File: config.mk
export PLATFORM = sky130hd
export DESIGN_NAME = fetch_sequencer
export DESIGN_NICKNAME = d
export VERILOG_FILES = /design/src/rtl/fetch_pkg.sv /design/src/rtl/wait_counter.sv /design/src/rtl/fetch_sequencer.sv
export SDC_FILE = /design/constraint.sdc
export NUM_CORES = 1
export LEC_CHECK = 0
export ABC_AREA = 1
export CAP_MARGIN = 15
export CORE_MARGIN = 2
export CORE_UTILIZATION = 25
export DETAILED_ROUTE_END_ITERATION = 8
export PLACE_DENSITY_LB_ADDON = 0.05
export SLEW_MARGIN = 20
export SYNTH_ARGS = -nofsm -noshare
export SYNTH_HDL_FRONTEND = slang
export SYNTH_SLANG_ARGS = --single-unit
File: constraint.sdc
create_clock -name clk0 -period 1.38 [get_ports clk0]
set_input_delay 0.276 -clock clk0 [delete_from_list [all_inputs] [get_ports clk0]]
set_output_delay 0.276 -clock clk0 [all_outputs]
set_load 0.1 [all_outputs]
File: src/rtl/fetch_pkg.sv
// Shared definitions for the RiSC-16 fetch sequencer: default widths,
// reset fetch address and the sequencer state encoding.
package fetch_pkg;

    localparam int ADDR_W_DEF   = 6;
    localparam int WAIT_W_DEF   = 2;
    localparam int RESET_PC_DEF = 0;

    typedef enum logic [1:0] {
        IDLE   = 2'd0,
        FETCH  = 2'd1,
        VALID  = 2'd2,
        HALTED = 2'd3
    } state_e;

endpackage

File: src/rtl/wait_counter.sv
// Memory wait-state counter. On load it captures the requested wait count
// and restarts from zero; while enabled it counts up and stops at the
// latched value. done is decoded from registers only.
module wait_counter
    import fetch_pkg::*;
#(
    parameter int WAIT_W = WAIT_W_DEF
) (
    input  logic              clk,
    input  logic              rst_n,
    input  logic              load,
    input  logic              en,
    input  logic [WAIT_W-1:0] wait_in,
    output logic              done
);

    logic [WAIT_W-1:0] cnt_q;
    logic [WAIT_W-1:0] cnt_d;
    logic [WAIT_W-1:0] wlat_q;
    logic [WAIT_W-1:0] wlat_d;

    assign done = (cnt_q == wlat_q);

    // Next count: load restarts a fetch, otherwise count up until done.
    always_comb begin
        cnt_d  = cnt_q;
        wlat_d = wlat_q;
        if (load) begin
            wlat_d = wait_in;
            cnt_d  = '0;
        end else if (en && !done) begin
            cnt_d = cnt_q + WAIT_W'(1);
        end
    end

    // Counter and latched wait-count registers.
    always_ff @(posedge clk or negedge rst_n) begin
        if (!rst_n) begin
            cnt_q  <= '0;
            wlat_q <= '0;
        end else begin
            cnt_q  <= cnt_d;
            wlat_q <= wlat_d;
        end
    end

endmodule

File: src/rtl/fetch_sequencer.sv
// Instruction-fetch sequencer: owns the PC, holds each fetch for a
// programmable number of wait states, presents the word to decode and
// handles redirects and halt/restart.
//
// Handshake: fetch_valid is high for as long as a word is presented and
// fetch_pc/imem_addr stay constant meanwhile; the word is issued on a rising
// edge where fetch_valid and issue_ready are both high. fetch_valid never
// depends combinationally on issue_ready.
module fetch_sequencer
    import fetch_pkg::*;
#(
    parameter int ADDR_W   = ADDR_W_DEF,
    parameter int WAIT_W   = WAIT_W_DEF,
    parameter int RESET_PC = RESET_PC_DEF
) (
    input  logic              clk0,
    input  logic              reset,
    input  logic [WAIT_W-1:0] wait_cycle,
    input  logic              issue_ready,
    input  logic              redirect_valid,
    input  logic [ADDR_W-1:0] redirect_addr,
    input  logic              halt,
    output logic [ADDR_W-1:0] imem_addr,
    output logic              imem_en,
    output logic              fetch_valid,
    output logic [ADDR_W-1:0] fetch_pc,
    output logic              halted,
    output logic [1:0]        state_dbg
);

    state_e            state_q;
    state_e            state_d;
    logic [ADDR_W-1:0] pc_q;
    logic [ADDR_W-1:0] pc_d;
    logic              wc_load;
    logic              wc_en;
    logic              wc_done;

    wait_counter #(
        .WAIT_W (WAIT_W)
    ) u_wait_counter (
        .clk     (clk0),
        .rst_n   (reset),
        .load    (wc_load),
        .en      (wc_en),
        .wait_in (wait_cycle),
        .done    (wc_done)
    );

    // Next state and PC. Redirect wins over everything outside IDLE; every
    // transition into FETCH (including a redirect while already fetching)
    // reloads the wait counter so the new fetch gets a full wait period.
    always_comb begin
        state_d = state_q;
        pc_d    = pc_q;
        wc_load = 1'b0;
        wc_en   = 1'b0;
        unique case (state_q)
            IDLE: begin
                state_d = FETCH;
                wc_load = 1'b1;
            end
            FETCH: begin
                if (redirect_valid) begin
                    pc_d    = redirect_addr;
                    state_d = FETCH;
                    wc_load = 1'b1;
                end else if (wc_done) begin
                    state_d = VALID;
                end else begin
                    wc_en = 1'b1;
                end
            end
            VALID: begin
                if (redirect_valid) begin
                    pc_d    = redirect_addr;
                    state_d = FETCH;
                    wc_load = 1'b1;
                end else if (issue_ready) begin
                    pc_d = pc_q + ADDR_W'(1);
                    if (halt) begin
                        state_d = HALTED;
                    end else begin
                        state_d = FETCH;
                        wc_load = 1'b1;
                    end
                end
            end
            HALTED: begin
                if (redirect_valid) begin
                    pc_d    = redirect_addr;
                    state_d = FETCH;
                    wc_load = 1'b1;
                end
            end
            default: begin
                state_d = IDLE;
            end
        endcase
    end

    // State and PC registers.
    always_ff @(posedge clk0 or negedge reset) begin
        if (!reset) begin
            state_q <= IDLE;
            pc_q    <= ADDR_W'(RESET_PC);
        end else begin
            state_q <= state_d;
            pc_q    <= pc_d;
        end
    end

    // Outputs come straight from registers or a decode of the state.
    assign imem_addr   = pc_q;
    assign fetch_pc    = pc_q;
    assign imem_en     = (state_q == FETCH);
    assign fetch_valid = (state_q == VALID);
    assign halted      = (state_q == HALTED);
    assign state_dbg   = state_q;

endmodule
==> flow_metrics.py <==
metrics = {
    "outcome": {
        "status": "complete, but fails checks",
        "violations": "setup timing",
    },
    "finish": {
        "syn_to_final_growth_pct": 101,
        "drive_gt1_share_pct": 49.5,
        "layout_common_cells": "nand2_1 (37), buf_12 (17), inv_1 (15)",
        "diodes": 0,
        "final_nets": 201,
        "final_common_cell": "nand2_1",
        "nFillCells": 304,
        "final_cells": 228,
    },
    "cts": {
        "root_buffer": "clkbuf_4",
        "clock_sinks": 12,
        "insertion_delay_ns": 0.28,
        "htree_levels": 1,
        "cts.path.max_buffers": 2,
        "tritoncts": "built",
        "clkTransAtPathRegs_ns": 0.09,
        "numCtsBuffers": 3,
    },
    "sta": {
        "min_period_ns": 1.55,
        "clock.fmax_mhz": 646,
        "hold_viol_final": 0,
        "maxSlewHeadroom_pct": 80.9,
        "finalSetupViolations": 13,
        "tightest_slew_ns": 0.285,
        "rsz0062_at_grt": "yes",
        "hold_ws_ns": 0.298,
        "finalCritPeriodShare_pct": 112,
        "setup_slack_ns": -0.168,
        "fin_skew_ns": 0.00324,
        "drv_slew": 0,
    },
    "detailed_routing": {
        "dr_total_vias": 1000,
        "wl_per_cell_um": 10.8,
        "ant_nets": 0,
        "drc_errors": 0,
        "dr.pass1.iters": 4,
        "avgViaCountPerCell": 4.39,
        "drt_iter0_drc": 16,
        "wl_um": 2460,
    },
    "floorplan": {
        "rows": 21,
        "dieHeight_um": 63.9,
        "start_util_pct": 26.4,
        "dieArea_sq_um": 4080,
        "core_sq_um": 3390,
        "io-pin-count": 30,
        "die_w_um": 63.9,
    },
    "global_route": {
        "grt_max_degree": 13,
        "grt_pass1_wl_um": 4220,
        "track_usage_pct": 12.9,
        "grt_pass1_vias": 979,
        "grt_antenna_before_repair": 0,
        "gr-total-overflow": 0,
    },
    "yosys": {
        "synth-seq-cells": 12,
        "syn-cell-area_sq_um": 896,
        "yosysUniqueCellTypes": 17,
        "syn_nets": 155,
        "syn_area_per_cell_sq_um": 6.54,
        "synth_warnings": 0,
        "ys_seq_area_share_pct": 33.5,
        "syn_inst": 137,
    },
    "setup_path": {
        "crit_arrival_ns": 1.27,
        "r2r_slack_ns": -0.11,
        "path_max_fanout": 5,
        "worstRegToRegCells": 7,
        "critical_path_class": "register to output pin",
        "crit-reg2reg-launch": "state_dbg[0]",
        "end_kind": "output pin",
        "startpoint_type": "register",
        "crit_slowest_cell": "dfrtp_4",
        "path_cells": "ha_4 -> buf_6 -> buf_12",
        "max_stage_delay_ns": 0.54,
        "worstReg2RegEnd": "fetch_pc[1]",
        "worst_ep_required_time_ns": 1.10,
    },
    "placement": {
        "numPortBuffers": 29,
        "gp_congestion": 0.827,
        "place_ws_ns": -0.204,
        "dp.cells": 216,
        "dp_hpwl_um": 1800,
    },
    "run": {
        "drv_cap": 0,
    },
    "hold_path": {
        "hold_path_class": "primary input to async pin",
    },
}
==> stage by stage <==
step	area, sq um	TNS, ns	utilization, %
after global routing	1800	-1.81	53.1
after detailed placement	1570	-1.74	46.2
final	1800	-0.937	53.1
after floorplan	1020	-2.40	-
after CTS	1660	-1.07	49.0
after global placement	1570	-1.18	46.2
==> flip-flops by register name, summed over array words and instances (netlist names) <==
| signal | count |
|---|---|
| fetch_pc | 6 |
| state_dbg | 2 |
| u_wait_counter.wlat_q | 2 |
| u_wait_counter.cnt_q | 2 |
==> cell usage after synthesis <==
cell / count / area, sq um
o21ai_0: 4 / 20.0
inv_1: 22 / 82.6
or2_1: 1 / 6.26
ha_1: 5 / 62.6
a21oi_1: 3 / 15.0
a21boi_0: 1 / 7.51
nand2_2: 3 / 18.8
buf_4: 6 / 45.0
xnor2_1: 2 / 17.5
nand2_1: 50 / 188
nand4_1: 1 / 6.26
nor2_1: 7 / 26.3
a22oi_1: 1 / 7.51
inv_2: 2 / 7.51
dfrtp_1: 12 / 300
o21ai_1: 1 / 5.00
nand3_1: 16 / 80.1
==> layout make-up <==
class,count,area [sq um],area share [%]
timing repair buffer,47,637,35.4
inverter,24,105,5.84
tap,46,57.6,3.20
multi-input combinational,95,649,36.1
clock buffer,4,36.3,2.02
sequential,12,315,17.5
==> routing by layer <==
metal	vias up	track usage (%)	part of all wire [%]
met4	0	4.08	2.5
met1	460	16.8	45
met2	22	20.8	47
met5	-	0	0
li1	512	-	-
met3	6	3.35	5.4
==> critical path, delay by kind of cell (launching register included) <==
family	cells	cell delay, ns
flip-flops	1	0.54
buffers and inverters	2	0.26
adder cells (fa/ha/maj)	1	0.18
==> how the worst max path moves through the flow <==
stage                              start                 endpoint  slack (ns)  depth (start not counted)
final                       state_dbg[0]                   halted       -0.17                          3
after floorplan             state_dbg[1]              fetch_pc[5]       -0.28                          9
after CTS                   state_dbg[0]                   halted       -0.18                          3
after global routing        state_dbg[0]                   halted       -0.20                          3
after global placement    redirect_valid  u_wait_counter.cnt_q[1]       -0.14                          7
after detailed placement  redirect_valid  u_wait_counter.cnt_q[1]       -0.20                          7
==> cell families (layout without fill, tap and decap cells) <==
family	count (synthesis)	in the layout	synth area share (%)
AOI/OAI and AO/OA	10	10	6.14
xor gates and xnor gates	2	2	1.96
adders and majority gates	5	5	6.98
buffers and inverters	30	75	15.1
DFF	12	12	33.5
and+or+nand+nor	78	78	36.3
==> repair_timing <==
item | in CTS | in global routing
setup buffers | 7 | 2
hold buffers | 0 | 0
gates resized for setup | 4 | 37
pin swaps | 3 | 17
endpoints found under the setup margin | 5 | 17
Power is left out: the tool's default activity adds up to more than one toggle a clock period on the data nets, which glitch-free logic cannot reach.
